[src/rtl/approx_pkg.sv]
// Shared definitions for the approximate-adder error monitor.
//   state_t   : monitor FSM states (IDLE, RUN, DRAIN, DONE)
//   OPW       : operand width of the monitored adder (4)
//   SUMW      : exact/approximate sum width (5)
//   HIST_BINS : number of error-distance histogram bins (8)
//   CNT_W     : width of the error counter and of each histogram bin (16)
package approx_pkg;
  typedef enum logic [1:0] {
    ST_IDLE  = 2'd0,
    ST_RUN   = 2'd1,
    ST_DRAIN = 2'd2,
    ST_DONE  = 2'd3
  } state_t;

  localparam int OPW       = 4;
  localparam int SUMW      = 5;
  localparam int HIST_BINS = 8;
  localparam int CNT_W     = 16;
endpackage

[src/rtl/approx_err_dist.sv]
// Combinational exact sum and error distance for one sample.
//   a_i, b_i : operands fed to the approximate adder
//   y_i      : approximate sum produced for a_i + b_i
//   exact_o  : a_i + b_i, zero-extended to SUMW bits
//   ed_o     : |exact_o - y_i|
module approx_err_dist
  import approx_pkg::*;
(
  input  logic [OPW-1:0]  a_i,
  input  logic [OPW-1:0]  b_i,
  input  logic [SUMW-1:0] y_i,
  output logic [SUMW-1:0] exact_o,
  output logic [SUMW-1:0] ed_o
);
  always_comb begin
    exact_o = SUMW'(a_i) + SUMW'(b_i);
    ed_o    = (exact_o >= y_i) ? (exact_o - y_i) : (y_i - exact_o);
  end
endmodule

[src/rtl/approx_err_monitor.sv]
// Windowed error monitor for an approximate 4-bit adder.
// Optional histogram output enabled by macro APPROX_ERR_HIST_EN.
//
// Handshakes: a transfer happens on a rising edge where valid && ready are
// both high; ready never depends combinationally on valid.
//   in  : in_valid/in_ready, in_ready high only in RUN
//   out : res_valid/res_ready, results held stable while res_valid is high
//
// Ports:
//   clk, rst          : clock, synchronous active-high reset
//   start             : pulse opening a window (only honoured in IDLE)
//   in_valid/in_ready : sample handshake
//   a, b, y_apx       : operands and approximate sum of one sample
//   res_valid/ready   : result handshake
//   err_cnt           : samples with nonzero error (saturating)
//   err_sum           : sum of error distances (saturating)
//   err_max           : largest error distance seen
//   hist              : per-bin ED counts, ED>=7 in bin 7 (optional)
//   dbg_state         : current FSM state, for observation
module approx_err_monitor
  import approx_pkg::*;
#(
  parameter int WIN   = 256,
  parameter int SUM_W = 24
) (
  input  logic                        clk,
  input  logic                        rst,
  input  logic                        start,
  input  logic                        in_valid,
  output logic                        in_ready,
  input  logic [3:0]                  a,
  input  logic [3:0]                  b,
  input  logic [4:0]                  y_apx,
  output logic                        res_valid,
  input  logic                        res_ready,
  output logic [15:0]                 err_cnt,
  output logic [SUM_W-1:0]            err_sum,
  output logic [4:0]                  err_max,
`ifdef APPROX_ERR_HIST_EN
  output logic [HIST_BINS-1:0][CNT_W-1:0] hist,
`endif
  output logic [1:0]                  dbg_state
);
  state_t            state_q;
  logic              in_ready_q, res_valid_q;
  logic [15:0]       smp_cnt_q;
  logic              accept, win_clear;

  // stage 0: registered sample; stage 1: registered error distance
  logic              s0_v_q, s1_v_q;
  logic [OPW-1:0]    a_q, b_q;
  logic [SUMW-1:0]   y_q, ed_q;
  logic [SUMW-1:0]   exact_w, ed_w;

  logic [CNT_W-1:0]  cnt_q, cnt_d;
  logic [SUM_W-1:0]  sum_q, sum_d;
  logic [SUM_W:0]    sum_ext;
  logic [SUMW-1:0]   max_q, max_d;

  assign accept    = in_valid && in_ready_q;
  assign win_clear = (state_q == ST_IDLE) && start;

  approx_err_dist u_dist (
    .a_i     (a_q),
    .b_i     (b_q),
    .y_i     (y_q),
    .exact_o (exact_w),
    .ed_o    (ed_w)
  );

  always_ff @(posedge clk) begin
    if (rst) begin
      state_q     <= ST_IDLE;
      in_ready_q  <= 1'b0;
      res_valid_q <= 1'b0;
      smp_cnt_q   <= '0;
    end else begin
      case (state_q)
        ST_IDLE: if (start) begin
          state_q    <= ST_RUN;
          in_ready_q <= 1'b1;
          smp_cnt_q  <= '0;
        end
        ST_RUN: if (accept) begin
          smp_cnt_q <= smp_cnt_q + 16'd1;
          if (smp_cnt_q == 16'(WIN - 1)) begin
            state_q    <= ST_DRAIN;
            in_ready_q <= 1'b0;
          end
        end
        // The last sample sits in stage 1 with stage 0 empty: it is
        // accumulated on this edge, so results are complete next cycle.
        ST_DRAIN: if (s1_v_q && !s0_v_q) begin
          state_q     <= ST_DONE;
          res_valid_q <= 1'b1;
        end
        ST_DONE: if (res_ready) begin
          state_q     <= ST_IDLE;
          res_valid_q <= 1'b0;
        end
        default: state_q <= ST_IDLE;
      endcase
    end
  end

  always_ff @(posedge clk) begin
    if (rst) begin
      s0_v_q <= 1'b0;
      s1_v_q <= 1'b0;
      a_q    <= '0;
      b_q    <= '0;
      y_q    <= '0;
      ed_q   <= '0;
    end else begin
      s0_v_q <= accept;
      s1_v_q <= s0_v_q;
      ed_q   <= ed_w;
      if (accept) begin
        a_q <= a;
        b_q <= b;
        y_q <= y_apx;
      end
    end
  end

  always_comb begin
    sum_ext = {1'b0, sum_q} + (SUM_W + 1)'(ed_q);
    sum_d   = sum_ext[SUM_W] ? '1 : sum_ext[SUM_W-1:0];
    cnt_d   = ((ed_q != '0) && (cnt_q != '1)) ? cnt_q + 1'b1 : cnt_q;
    max_d   = (ed_q > max_q) ? ed_q : max_q;
  end

  always_ff @(posedge clk) begin
    if (rst || win_clear) begin
      cnt_q <= '0;
      sum_q <= '0;
      max_q <= '0;
    end else if (s1_v_q) begin
      cnt_q <= cnt_d;
      sum_q <= sum_d;
      max_q <= max_d;
    end
  end

`ifdef APPROX_ERR_HIST_EN
  logic [HIST_BINS-1:0][CNT_W-1:0] hist_q;
  logic [2:0]                      bin_w;

  assign bin_w = (ed_q >= SUMW'(7)) ? 3'd7 : ed_q[2:0];

  always_ff @(posedge clk) begin
    if (rst || win_clear) begin
      hist_q <= '0;
    end else if (s1_v_q && (hist_q[bin_w] != '1)) begin
      hist_q[bin_w] <= hist_q[bin_w] + 1'b1;
    end
  end

  assign hist = hist_q;
`endif

  assign in_ready  = in_ready_q;
  assign res_valid = res_valid_q;
  assign err_cnt   = cnt_q;
  assign err_sum   = sum_q;
  assign err_max   = max_q;
  assign dbg_state = state_q;
endmodule
[config.mk]
export PLATFORM = sky130hd
export DESIGN_NAME = approx_err_monitor
export DESIGN_NICKNAME = d
export VERILOG_FILES = /design/src/rtl/approx_pkg.sv /design/src/rtl/approx_err_dist.sv /design/src/rtl/approx_err_monitor.sv
export SDC_FILE = /design/constraint.sdc
export NUM_CORES = 1
export LEC_CHECK = 0
export ABC_CLOCK_PERIOD_IN_PS = 2880
export CAP_MARGIN = 10
export CORE_AREA = 2 2 119 121
export CTS_BUF_LIST = sky130_fd_sc_hd__clkbuf_4
export CTS_CLUSTER_DIAMETER = 50
export DETAILED_ROUTE_END_ITERATION = 10
export DIE_AREA = 0 0 121 123
export GPL_TIMING_DRIVEN = 0
export PLACE_DENSITY = 0.58
export SKIP_LAST_GASP = 1
export SLEW_MARGIN = 30
export SYNTH_ARGS = -nofsm -noshare
export SYNTH_HDL_FRONTEND = slang
export SYNTH_SLANG_ARGS = --single-unit
[constraint.sdc]
create_clock -name clk -period 2.88 [get_ports clk]
set_input_delay 0.576 -clock clk [delete_from_list [all_inputs] [get_ports clk]]
set_output_delay 0.576 -clock clk [all_outputs]
set_load 0.01 [all_outputs]
**Yosys cells after proc, flatten, opt, wreduce, memory -nomap -nowiden**

Index checks and enable logic that the tools add are counted.

- Flip-flop bits (word level): 85
- Bits of input ports: 18
- Output and inout bits: 49
- Word-level logic and storage cells: 65

- Reduce and logical (&&, ||, !) cells: 16
- Magnitude comparators: 2
- Equality and inequality tests: 10
- Muxes and demuxes: 18
- $add $sub $neg: 6

Operators by type and width:

| operator | number |
|---|---|
| adder 16 x 1 -> 16 bit (second input constant) | 2 |
| 2-to-1 mux 16 bit | 2 |
| one-hot mux 16 bit (2 select lines) | 1 |
| adder 24 x 5 -> 25 bit | 1 |
| 2-to-1 mux 24 bit | 1 |
| == test 16 x 8 -> 1 bit (second input constant) | 1 |
| != test 16 bit (second input constant) | 1 |
| 2-to-1 mux 2 bit | 5 |
| != test 2 bit (second input constant) | 5 |
| subtractor 5 bit | 2 |
| one-hot mux 2 bit (4 select lines) | 1 |
| AND reduction 3 bit | 2 |
| adder 4 x 4 -> 5 bit | 1 |
| >= comparator 5 bit | 1 |
| > comparator 5 bit | 1 |
| 2-to-1 mux 1 bit | 5 |
| 2-to-1 mux 5 bit | 1 |
| AND reduction 5 bit | 1 |
| nonzero test 5 bit | 1 |
| == test 2 bit (second input constant) | 2 |
| logical AND 1 bit | 4 |
| one-hot mux 1 bit (2 select lines) | 2 |
| AND reduction 2 bit | 2 |
| AND reduction 4 bit | 1 |
| 5 further kinds | 6 |

**Logic depth before layout (Yosys ltp)**

Gate-level depths: netlist of the first run.

- Depth after elaboration: 4
- Depth in mapped cells: 12
- Depth with buffers taken out: 12

**Hierarchy**

A second synthesis of the first run with hierarchy kept.

- Cells, all modules: 528
- Area, all modules: 4647.0 sq um

By module, submodules not included:

| module | instances | seq. area each (sq um) | area an instance (sq um) | cells each |
|---|---|---|---|---|
| approx_err_monitor | 1 | 1701.6 | 4105.2 | 466 |
| approx_err_dist | 1 | 0.0 | 541.8 | 62 |

**Worst setup path before layout of the first run**

No wires, ideal clock.

- Path type: register -> register
- Start: reg a_q[0]
- End: reg ed_q[4]
- Arrival time: 2726 ps
- Setup time: 134 ps
- Buffers on the path: 0
- Period minus slack after synthesis: 2861 ps
- Path slack: 19 ps
- Stages on the path, launching flop included: 10
- Required time: 2746 ps
- Cell sequence: dfxtp_1 ha_1 inv_1 fa_1 inv_1 ha_1 a311o_1 o31a_4 and4b_1 or4_1

- Cells in the longest elaborated chain, start to end: 3
- Elaborated cells between the ends (all ways): 5
- Classes of those cells: 3 x add/sub; 1 x order compare; 1 x mux

Ends and longest elaborated chain:

| item | line | RTL |
|---|---|---|
| start: declaration | approx_err_monitor.sv:51 | `logic [OPW-1:0] a_q, b_q;` |
| start signal: assignment | approx_err_monitor.sv:110 | `a_q <= '0;` |
| start signal: assignment | approx_err_monitor.sv:119 | `a_q <= a;` |
| adder 4 x 4 -> 5 bit (*) | approx_err_dist.sv:16 | `exact_o = SUMW'(a_i) + SUMW'(b_i);` |
| subtractor 5 bit or >= comparator 5 bit (tied branches) | approx_err_dist.sv:17 | `ed_o = (exact_o >= y_i) ? (exact_o - y_i) : (y_i - exact_o);` |
| 2-to-1 mux 5 bit (*) | approx_err_dist.sv:17 |  |
| end signal: assignment | approx_err_monitor.sv:117 | `ed_q <= ed_w;` |
| end: declaration | approx_err_monitor.sv:52 | `logic [SUMW-1:0] y_q, ed_q;` |

Mark *: on every way between the ends. The rest lies on a longest branch, timed or not.
A chain may end at the register's enable or synchronous reset.

**Worst setup path in the final report of the first run**

- Start: reg b_q[0]
- End: reg ed_q[4]

- Cells in the longest elaborated chain, start to end: 3
- Elaborated cells between the ends (all ways): 5
- Classes of those cells: 3 x add/sub; 1 x order compare; 1 x mux

Ends and longest elaborated chain:

| item | line | RTL |
|---|---|---|
| start: declaration | approx_err_monitor.sv:51 |  |
| start signal: assignment | approx_err_monitor.sv:111 | `b_q <= '0;` |
| start signal: assignment | approx_err_monitor.sv:120 | `b_q <= b;` |
| adder 4 x 4 -> 5 bit (*) | approx_err_dist.sv:16 |  |
| subtractor 5 bit or >= comparator 5 bit (tied branches) | approx_err_dist.sv:17 |  |
| 2-to-1 mux 5 bit (*) | approx_err_dist.sv:17 |  |

Marks and branches as above.

==> flow_summary.ini, run 1 <==
[synthesis]
netlist_top_cells_area = sky130_fd_sc_hd__dfxtp_1, sky130_fd_sc_hd__ha_1, sky130_fd_sc_hd__a21oi_1
post-synth-top-area-fraction_pct = 36.5
synth_largest_area_cell = sky130_fd_sc_hd__dfxtp_1
asyncSetResetFlopFracSynth_pct = 0
yosysWarnings = 0
synth-seq-cells = 85
post_synthesis_net_count = 593
synthFlopType = sky130_fd_sc_hd__dfxtp_1
synth.lib_cells_used.distinct = 66
synth-edff-count = 0
synth.yosys.seq_area_share_pct = 36.5
post_synth_inst_count = 542
synthesis.area_um2 = 4660
synthesized_area_divided_by_synthesized_cell_count_um2 = 8.60

[floorplan]
fp-row-count = 43
dieArea_um2 = 14900
floorplan.die.height_um = 123
die_width_um = 121
core-area_um2 = 13600
initial_utilization_pct = 34.3
pin_count = 67

[cts]
clk_pin_slew_worst_setup_hold_paths_ns = 0.13
clock_latency_ns = 0.47
tritoncts_num_sinks = 85
total_cts_buffers = 9
cell_at_the_root_of_the_clock_tree = sky130_fd_sc_hd__clkbuf_4
maximum_count_of_clock_buffers_along_a_single_path = 2
cts_tree = built
cts.hold.buffers_added = 0
htree_levels = 3

[power]
power.ir.vdd_worst_mv = 0.274
pwr-share-comb_pct = 33.1
switching_power_w = 0.00102
power_report.internal_total_w = 0.00200
pwr-share-seq_pct = 43.8
total_power_w = 0.00302
share_clk_of_total_power_pct = 23.1
switching_share_pct = 33.8
p_leak_nw = 2.07
power_density_nw_per_um2 = 519

[detailed_routing]
first_pass_detailed_route_iteration_total = 4
dr.first_iter.drc_count = 206
post-route-drc-count = 0
drt-wirelength-per-cell_um = 13.9
vias = 4195
routed_wirelength_mm = 11.3
postRouteAntennaNets = 0
vias_per_cell = 5.17

[sta]
final.setup.worst_slack_ns = -0.0401
rsz0062_at_grt = true
setup_viol = 1
period_share_pct = 101
finalCriticalPeriod_ns = 2.92
final_max_slew_viol_count = 0
timing.max_slew.rel_slack_pct = 43.3
max_freq_mhz = 342
finClkSkew_ns = 0.0168
tightestPinTransition_ns = 0.849
fin_worst_hold_slack_ns = 0.470
report.final.hold_viol_count = 0

[worst_hold_path]
whs_path_depth = 1
tightest_hold_check_type = reg2reg
worst_min_delay_path_startpoint = s0_v_q
terminating_pin_of_the_worst_hold_path = s1_v_q

[global_route]
grt_first_pass_wirelength_mm = 18.6
grt_start_max_net_pins = 14
global_route.usage.total_pct = 15.7
number_of_global_route_vias_before_repair = 3959
globalRoute.totalOverflow = 0
antenna_found_initial = 0

[critical_path]
cp-start-kind = flip-flop
r2r_start = b_q[0]
setup.worst_path.class = reg2reg
worstPathMaxFanout = 3
critical_path.reg2reg.endpoint = ed_q[4]
worstPathArrival_ns = 3.28
timing.reg2reg.worst_path_depth = 10
worst-endpoint-required_ns = 3.24
setup.reg_to_reg.worst_slack_ns = -0.04
end_kind = flip-flop

[job]
maxCapViolCount = 0

[place]
hpwl_mm = 8.27
placement.io_buffers = 64
place.gp.congestion = 0.805
dpl_worst_slack_ns = -0.235

[final_layout]
layout-drive-gt1-share_pct = 9.49
finish.net_count = 678
final_core_utilization_pct = 42.8
layout-area-overhead-vs-synth_pct = 24.9
n_antenna_cell = 0

[run_status]
result_of_the_run = finished with violations
violated_checks = setup timing
-- cells in the final DEF (no fill, tap or decap), types with 4 or more instances in the layout --
| cell | netlist | routed |
|---|---|---|
| sky130_fd_sc_hd__xnor2_1 | 19 | 18 |
| sky130_fd_sc_hd__clkdlybuf4s50_1 | 0 | 64 |
| sky130_fd_sc_hd__and4_1 | 8 | 8 |
| sky130_fd_sc_hd__and3_1 | 5 | 5 |
| sky130_fd_sc_hd__a211oi_1 | 6 | 6 |
| sky130_fd_sc_hd__and2_1 | 5 | 5 |
| sky130_fd_sc_hd__nor2_1 | 44 | 43 |
| sky130_fd_sc_hd__nand4_1 | 10 | 10 |
| sky130_fd_sc_hd__xor2_1 | 11 | 11 |
| sky130_fd_sc_hd__o221a_2 | 5 | 5 |
| sky130_fd_sc_hd__a21o_1 | 4 | 4 |
| sky130_fd_sc_hd__clkbuf_4 | 0 | 11 |
| sky130_fd_sc_hd__or3_1 | 10 | 10 |
| sky130_fd_sc_hd__dfxtp_1 | 85 | 83 |
| sky130_fd_sc_hd__ha_1 | 29 | 26 |
| sky130_fd_sc_hd__nor2b_1 | 7 | 6 |
| sky130_fd_sc_hd__a31oi_1 | 9 | 9 |
| sky130_fd_sc_hd__a21oi_1 | 43 | 42 |
| sky130_fd_sc_hd__mux2i_1 | 8 | 8 |
| sky130_fd_sc_hd__nor3b_1 | 7 | 7 |
| sky130_fd_sc_hd__nand2_1 | 50 | 50 |
| sky130_fd_sc_hd__buf_4 | 2 | 9 |
| sky130_fd_sc_hd__nand3_1 | 23 | 23 |
| sky130_fd_sc_hd__inv_1 | 32 | 30 |
| sky130_fd_sc_hd__buf_6 | 1 | 4 |
| sky130_fd_sc_hd__o31ai_1 | 6 | 6 |
| sky130_fd_sc_hd__o21ai_0 | 19 | 18 |
| sky130_fd_sc_hd__or4_1 | 8 | 7 |
| sky130_fd_sc_hd__clkbuf_1 | 17 | 17 |
| sky130_fd_sc_hd__nand2b_1 | 5 | 5 |
| sky130_fd_sc_hd__nor3_1 | 8 | 7 |
-- Yosys cell counts, drive strengths merged (4+ instances only) --
| cell | instances |
|---|---|
| or4 | 8 |
| o31ai | 6 |
| a211oi | 6 |
| a21oi | 43 |
| nor3b | 7 |
| o21ai | 22 |
| nand4 | 10 |
| nor2b | 7 |
| and3 | 5 |
| mux2i | 8 |
| buf | 6 |
| clkbuf | 17 |
| nand2b | 5 |
| nor3 | 8 |
| nand3 | 23 |
| nand2 | 50 |
| ha | 29 |
| a21o | 6 |
| o221a | 5 |
| or3 | 11 |
| inv | 32 |
| and4 | 8 |
| and2 | 5 |
| nor2 | 44 |
| xnor2 | 19 |
| a31oi | 9 |
| dfxtp | 85 |
| fa | 4 |
| xor2 | 11 |
-- flip-flops by register name (all words and copies together) (netlist names) --
signal and cells:
ed_q 5, in_ready 1, err_max 5, s0_v_q 1, y_q 5, err_sum 24, res_valid 1, s1_v_q 1
err_cnt 16, dbg_state 2, smp_cnt_q 16, a_q 4, b_q 4
-- cells by family after synthesis --
logic type | synth area share [%]
AO/OA/AOI/OAI | 18.5
XOR/XNOR | 5.63
adder cells (fa/ha/maj) | 9.50
buffers and inverters | 4.80
flip-flops | 36.5
multiplexers | 1.72
AND/OR/NAND/NOR | 23.3
-- worst max-delay path: stages (launching register included) --
cell,delay [ns]
sky130_fd_sc_hd__dfxtp_2,0.38
sky130_fd_sc_hd__ha_4,0.14
sky130_fd_sc_hd__inv_2,0.03
sky130_fd_sc_hd__fa_2,0.58
sky130_fd_sc_hd__inv_4,0.06
sky130_fd_sc_hd__ha_4,0.24
sky130_fd_sc_hd__nor2b_4,0.12
sky130_fd_sc_hd__o21a_1,0.22
sky130_fd_sc_hd__o31a_4,0.35
sky130_fd_sc_hd__and4b_1,0.18
sky130_fd_sc_hd__or4_4,0.51
-- final cells by class --
type | count | area [µm²]
tap | 180 | 225
clock inverter | 5 | 51.3
multi-input combinational | 402 | 2810
clock buffer | 11 | 82.6
inverter | 32 | 123
fill | 1378 | 7790
buffer | 23 | 104
timing repair buffer | 74 | 727
sequential | 85 | 1700
-- power groups by stage --
stage	clock network, W	registers [W]	logic [W]
2_1_floorplan	0	0.00133	0.000664
3_3_place_gp	0	0.00135	0.000874
3_5_place_dp	0	0.00135	0.000899
4_1_cts	0.000734	0.00133	0.000957
5_1_grt	0.000785	0.00134	0.00113
6_report	0.000698	0.00132	0.00100
-- routing by layer --
layer	share of wire, %	vias up	global-route usage [%]	wire, µm
li1	-	2130	-	-
met1	46	1966	19.5	5170
met2	48	83	26.1	5410
met3	4.4	16	3.64	492
met4	1.9	0	6.83	210
met5	0	-	0	0
-- per-stage QoR --
step           area [µm²]  std cells  setup TNS [ns]
5_1_grt              5820        812         -0.0929
3_5_place_dp         5530        786          -0.256
2_1_floorplan        4660        542               0
6_report             5820        812         -0.0401
3_3_place_gp         5530        786          -0.157
4_1_cts              5740        808          -0.121
-- worst max path at each step --
stage               cells after the start  endpoint  slack (ns)    from
finish                                 10   ed_q[4]       -0.04  b_q[0]
global route                           10   ed_q[4]       -0.07  b_q[0]
CTS                                    11   ed_q[2]       -0.06  a_q[0]
detailed placement                     10   ed_q[4]       -0.24  b_q[0]
global placement                        9   ed_q[4]       -0.16  a_q[0]
floorplan                               9   ed_q[4]        0.02  a_q[0]
-- what timing repair did --
| item | CTS | global route |
|---|---|---|
| buffers inserted | 6 | 4 |
| gates cloned | 0 | 0 |
| gates resized for setup | 9 | 14 |
| endpoints found under the setup margin | 2 | 3 |
| pin swaps | 7 | 14 |
(Power assumes the default switching activity.)
==> run 2, diff against run 1 <==
--- a/config.mk
+++ b/config.mk
@@ -5,7 +5,6 @@
 export SDC_FILE = /design/constraint.sdc
 export NUM_CORES = 1
 export LEC_CHECK = 0
-export ABC_CLOCK_PERIOD_IN_PS = 2880
 export CAP_MARGIN = 10
 export CORE_AREA = 2 2 119 121
 export CTS_BUF_LIST = sky130_fd_sc_hd__clkbuf_4
==> results of run 2 <==
The final DEF is identical to that of run 1; final timing and power are the same.
==> run 3, diff against run 2 <==
--- a/config.mk
+++ b/config.mk
@@ -14,7 +14,6 @@
 export GPL_TIMING_DRIVEN = 0
 export PLACE_DENSITY = 0.58
 export SKIP_LAST_GASP = 1
-export SLEW_MARGIN = 30
 export SYNTH_ARGS = -nofsm -noshare
 export SYNTH_HDL_FRONTEND = slang
 export SYNTH_SLANG_ARGS = --single-unit
==> results of run 3 <==
The final DEF is identical to that of run 1; final timing and power are the same.
==> RTL change 1, RTL diff (settings of run 1) <==
Change the parameter `SUM_W` from 24 to 20.
--- a/src/rtl/approx_err_monitor.sv
+++ b/src/rtl/approx_err_monitor.sv
@@ -23,3 +23,3 @@
   parameter int WIN   = 256,
-  parameter int SUM_W = 24
+  parameter int SUM_W = 20
 ) (
Interface: changed (resized err_sum); port bits go from 67 to 63. The function was not compared with the original's and may differ.
==> RTL change 1 against run 1 <==
  * Via count shrank 5.2%
  * Power fell by 8.4%
  * Area after synthesis fell by 4.6%
  * Routed wire length decreased by 5.9%
  * Design area is 6.8% lower
  * Count of clock-buffer cells in the layout down 1
  * Worst setup slack better by 0.16 ns
  * Sequential cell count is 4 lower
  * Largest cell class unchanged
  * Largest power group unchanged
==> RTL change 1: results (changes against run 1) <==
* Leading post-synthesis cells by instance count: 81 x sky130_fd_sc_hd__dfxtp_1, 55 x sky130_fd_sc_hd__nand2_1, 47 x sky130_fd_sc_hd__nor2_1 (was 85 x sky130_fd_sc_hd__dfxtp_1, 50 x sky130_fd_sc_hd__nand2_1, 44 x sky130_fd_sc_hd__nor2_1)
- Fill cell count: 1399 (was 1378)
* Critical-path cell with the highest stage delay: sky130_fd_sc_hd__or4_1 (was sky130_fd_sc_hd__fa_2)
* First-iteration detailed-routing DRC count: 217 (was 206)
- Detailed-placement wirelength estimate: 7.937 mm (was 8.266 mm)
- Post-CTS setup buffers: 1 (was 6)
* Cell Count Post-Placement: 773 (was 786)
- The total placed instance area was 5296 µm² (was 5529 µm²).
- Sequential-to-total area share from yosys stat: 36.44% (was 36.49%)
- First-pass GRT wire length: 17.48 mm (was 18.57 mm)
- Outcome: finished clean (was finished, violations left)
- Count of cells along the worst hold path: 2 (was 1)
- The total met2 wirelength after detailed routing is 5.016 mm (was 5.414 mm).
- Worst endpoint data arrival time: 3.12 ns (was 3.28 ns)
* Mean instance size in the synthesized netlist: 8.381 µm² (was 8.604 µm²)
- First-pass iteration count of the detailed router: 5 (was 4)
* Final GP Congestion: 0.8365 (was 0.8052)
- The maximum number of pins on one net before global-route repair was 13 (was 14).
- The post-synthesis share of cell area spent on xor and xnor gates is 5.904% (was 5.635%).
- The portion of netlist area occupied by mux cells came to 1.349% (was 1.717%).
- Post-synthesis compound-gate area fraction: 17.82% (was 18.54%)
- The distinct cell type count of the synthesized netlist is 60 (was 66).
* Number of flip-flops under the largest register name: 20 (was 24)
- The maximum vdd ir drop is 0.4138 mV (was 0.2735 mV).
- Share of post-route cells with drive strength above 1: 6.066% (was 9.494%)
- The path depth of the worst reg2reg path was 11 (was 10).
- Worst hold slack: 0.4632 ns (was 0.4704 ns)
- The synthesized net count came to 582 (was 593).
- The startpoint of the most critical hold path was y_q[4] (was s0_v_q).
- Actual slew at the worst max-slew pin: 0.8424 ns (was 0.8491 ns)
- Area contributors post-synth: sky130_fd_sc_hd__dfxtp_1 36%, sky130_fd_sc_hd__ha_1 8.2%, sky130_fd_sc_hd__a21oi_1 4.8% (was sky130_fd_sc_hd__dfxtp_1 36%, sky130_fd_sc_hd__ha_1 7.8%, sky130_fd_sc_hd__a21oi_1 4.6%)
- Crit path max fanout: 10 (was 3)
- The number of standard cells in the layout, taps in and fillers out is 790 (was 812).
- GR Layer Usage met2: 25.00% (was 26.05%)
* Final Skew: 0.01461 ns (was 0.01676 ns)
* Number of global-route vias before repair: 3830 (was 3959)
- Met1 demand-to-capacity share in global routing: 17.36% (was 19.45%)
- Leakage power: 1.946 nW (was 2.074 nW)
- The worst min-delay path endpoint was y_q[4] (was s1_v_q).
- Vias: 3976 (was 4195)
-- RTL change 1: cell count changes in the layout (fill, tap and decap cells not counted), moves of 4 or more --
cell and change:
sky130_fd_sc_hd__nor3b_1 -4, sky130_fd_sc_hd__o21ai_0 +5, sky130_fd_sc_hd__nand2_1 +5, sky130_fd_sc_hd__o221a_2 -5
sky130_fd_sc_hd__buf_6 -4, sky130_fd_sc_hd__nor2_1 +4, sky130_fd_sc_hd__a211oi_1 +4, sky130_fd_sc_hd__nor4_1 +5
sky130_fd_sc_hd__o31ai_1 -5, sky130_fd_sc_hd__clkbuf_1 -6, sky130_fd_sc_hd__or4_1 -4, sky130_fd_sc_hd__buf_4 -7
-- RTL change 1: power breakdown --
part	switching [mW]	total [mW]	leakage (nW)	internal [mW]
Clock	0.406	0.579	0.0601	0.173
Combinational	0.521	0.924	1.23	0.403
Sequential	0.0762	1.27	0.655	1.19
-- RTL change 1: final cells by class --
class / count / area [µm²] / area share (%)
Buffer: 20 / 88.84 / 1.636
Clock buffer: 10 / 75.07 / 1.382
Clock inverter: 6 / 25.02 / 0.4608
Inverter: 31 / 116.4 / 2.143
Multi-Input combinational cell: 399 / 2649 / 48.78
Sequential cell: 81 / 1623 / 29.88
Tap cell: 180 / 225.2 / 4.147
Timing Repair Buffer: 63 / 628.1 / 11.57
-- RTL change 1: how the worst max path moves through the flow --
stage	startpoint	to	slack, ns	cells past startpoint
5_1_grt	b_q[0]	ed_q[4]	-0.001	11
6_report	b_q[0]	ed_q[4]	0.12	11
2_1_floorplan	a_q[0]	ed_q[4]	0.19	11
3_5_place_dp	a_q[0]	ed_q[4]	-0.11	11
3_3_place_gp	a_q[0]	ed_q[4]	-0.04	11
4_1_cts	a_q[0]	ed_q[2]	0.02	11
==> RTL change 2, RTL diff (settings of run 1) <==
Without the edit above. Put one more register stage on the output `err_cnt`, with the module's reset. The value now appears one clock later. The other outputs are not delayed to match.
--- a/src/rtl/approx_err_monitor.sv
+++ b/src/rtl/approx_err_monitor.sv
@@ -163,3 +163,9 @@
   assign res_valid = res_valid_q;
-  assign err_cnt   = cnt_q;
+  always_ff @(posedge clk) begin
+    if (rst) begin
+      err_cnt <= '0;
+    end else begin
+      err_cnt <= cnt_q;
+    end
+  end
   assign err_sum   = sum_q;
Function: changed (a bounded check fails within 10 cycles, from zero or initial values and one cycle with rst high).
==> RTL change 2 against run 1 <==
  * Routed wire length up 2.6%
  * Maximum frequency is 7.4% higher
  * Hold slack got worse by 0.0037 ns
  * Power grew 7.3%
  * Worst setup slack improved by 0.20 ns
  * Sequential cell count grew 16
  * Area after synthesis is 8.6% higher
  * Cell count grew 4.3%
  * Largest power group unchanged
  * Count of clock-buffer cells in the layout shrank 1
  * Design area grew 5.7%
==> RTL change 2: results (changes against run 1) <==
- Placed cell area: 5954 µm² (was 5529 µm²)
- Buffer cell driving the clock tree root: sky130_fd_sc_hd__clkbuf_4 (unchanged)
- Post-layout instance area: 6157 µm² (was 5824 µm²)
- Leakage power: 2.219 nW (was 2.074 nW)
* First-pass iteration count of the detailed router: 4 (unchanged)
- Leading post-synthesis cells by instance count: 101 x sky130_fd_sc_hd__dfxtp_1, 56 x sky130_fd_sc_hd__nand2_1, 52 x sky130_fd_sc_hd__nor2_1 (was 85 x sky130_fd_sc_hd__dfxtp_1, 50 x sky130_fd_sc_hd__nand2_1, 44 x sky130_fd_sc_hd__nor2_1).
* Delay of the slowest cell on the worst path: 0.57 ns
* Critical-path cell with the highest stage delay: sky130_fd_sc_hd__fa_1 (was sky130_fd_sc_hd__fa_2)
- Vias per inst: 5.159 (was 5.166)
- The buffer depth of the longest clock path was 2 (unchanged).
- Leading register cell type out of synthesis: sky130_fd_sc_hd__dfxtp_1 (unchanged)
- Outcome: finished clean (was finished, violations left)
* Deepest level of the CTS H-tree: 3 (unchanged)
- Worst endpoint data arrival time: 3.09 ns (was 3.28 ns)
* Actual slew at the worst max-slew pin: 0.8870 ns (was 0.8491 ns)
- Drt total wl: 11.58 mm (was 11.28 mm)
- Antenna diode instance count: 0 (unchanged)
- Crit path max fanout: 5 (was 3)
- GRT Util Overall: 16.25% (was 15.68%)
- The insertion delay to the later sink of the worst-skew pair is 0.47 ns (about the same).
- Fill cell count: 1372 (was 1378)
- Port Buf Inserts: 66 (was 64)
- Clock Pin Slew Worst Setup and Hold Paths: 0.16 ns (was 0.13 ns)
* Number of global-route vias before repair: 4121 (was 3959)
- The detailed placement HPWL came to 8.642 mm (was 8.266 mm).
- Share of post-route cells with drive strength above 1: 6.447% (was 9.494%)
* Count of nets after finishing: 713 (was 678)
* Count of endpoints failing hold in the final timing report: 0 (unchanged)
- The clock tree skew after final layout was 0.01339 ns (was 0.01676 ns).
* Count of different cell masters after synthesis: 56 (was 66)
- The path category of the worst min-delay check is reg -> reg (unchanged).
* First-iteration detailed-routing DRC count: 164 (was 206)
- The family of cells with the greatest summed delay on the critical path is adder cells (unchanged).
- The number of buffers added by the clock tree synthesis step is 9 (unchanged).
* Pin count of the biggest net entering global routing: 17 (was 14)
- The share of flip-flops with an asynchronous set or reset is 0% (unchanged).
- Antenna violations before repair: 0 (unchanged)
* Sequential-to-total area share from yosys stat: 39.93% (was 36.49%)
- First-pass GRT wire length: 19.37 mm (was 18.57 mm)
- Syn_nets: 633 (was 593)
* Number of flip-flops under the largest register name: 24 (unchanged)
* Warnings, synthesis: 0 (unchanged)
- Maximum resistive drop on vdd: 0.2630 mV (was 0.2735 mV)
* Area contributors post-synth: sky130_fd_sc_hd__dfxtp_1 40%, sky130_fd_sc_hd__ha_1 7.2%, sky130_fd_sc_hd__xnor2_1 5.2% (was sky130_fd_sc_hd__dfxtp_1 36%, sky130_fd_sc_hd__ha_1 7.8%, sky130_fd_sc_hd__a21oi_1 4.6%)
- Final GP Congestion: 0.8078 (was 0.8052)
RTL change 2: worst paths after layout:
path                             start       to  slack (ns)  cells after the start
worst max register to register  b_q[0]  ed_q[4]        0.16                     10
worst max-delay path            b_q[0]  ed_q[4]        0.16                     10
worst min-delay path            s0_v_q   s1_v_q        0.47                      1
worst min register to register  s0_v_q   s1_v_q        0.47                      1
RTL change 2: cell families (layout without fill, tap and decap cells):
| family | count (synthesis) | in the layout | synth area share (%) |
|---|---|---|---|
| simple gates | 233 | 233 | 24.49 |
| flops | 101 | 101 | 39.93 |
| compound gates | 117 | 117 | 14.85 |
| xor+xnor | 31 | 31 | 5.362 |
| buf+inv | 55 | 140 | 4.250 |
| fa+ha+maj | 33 | 33 | 8.747 |
| mux | 12 | 12 | 2.372 |
RTL change 2: worst reg2reg max path, delay by kind of cell, from the launching register on:
family / cells / cell delay, ns
adder cells (fa/ha/maj): 3 / 1.05
AND/OR/NAND/NOR: 1 / 0.31
flip-flops: 1 / 0.37
AO/OA/AOI/OAI: 3 / 0.59
buffers and inverters: 3 / 0.31
RTL change 2: report_power, final:
part / total, mW / internal [mW] / switching, mW
logic: 0.864 / 0.378 / 0.486
clock network: 0.848 / 0.362 / 0.485
registers: 1.53 / 1.46 / 0.0715
RTL change 2: metrics by stage:
| step | TNS, ns | total power [mW] | std cells | setup slack (ns) |
|---|---|---|---|---|
| floorplan | 0 | 2.123 | 582 | 0.2725 |
| CTS | 0 | 3.243 | 844 | 0.05260 |
| finish | 0 | 3.242 | 847 | 0.1602 |
| global placement | 0 | 2.350 | 828 | 0.1233 |
| detailed placement | 0 | 2.379 | 828 | 0.06267 |
| global route | -0.003624 | 3.459 | 847 | -0.003624 |
RTL change 2: cell type report:
type	instances	area share [%]
Buffer	21	1.422
Clock inverter	6	1.402
Clock buffer	10	1.219
Tap cell	180	3.658
Timing Repair Buffer	69	11.10
Inverter	34	2.073
Multi-Input combinational cell	426	46.29
Sequential cell	101	32.84
RTL change 2: metal layers:
metal	vias up	share of wire [%]	track usage, %
met5	-	0	0
met4	0	2.0	7.267
met3	17	4.5	2.491
met2	95	47	26.79
met1	2019	47	21.06
li1	2239	-	-
RTL change 2: what timing repair did:
item	4_1_cts	5_1_grt
buffers inserted	0	3
endpoints found under the setup margin	0	3
hold buffers	0	0
hold endpoints to repair	0	0
resized for setup	0	3
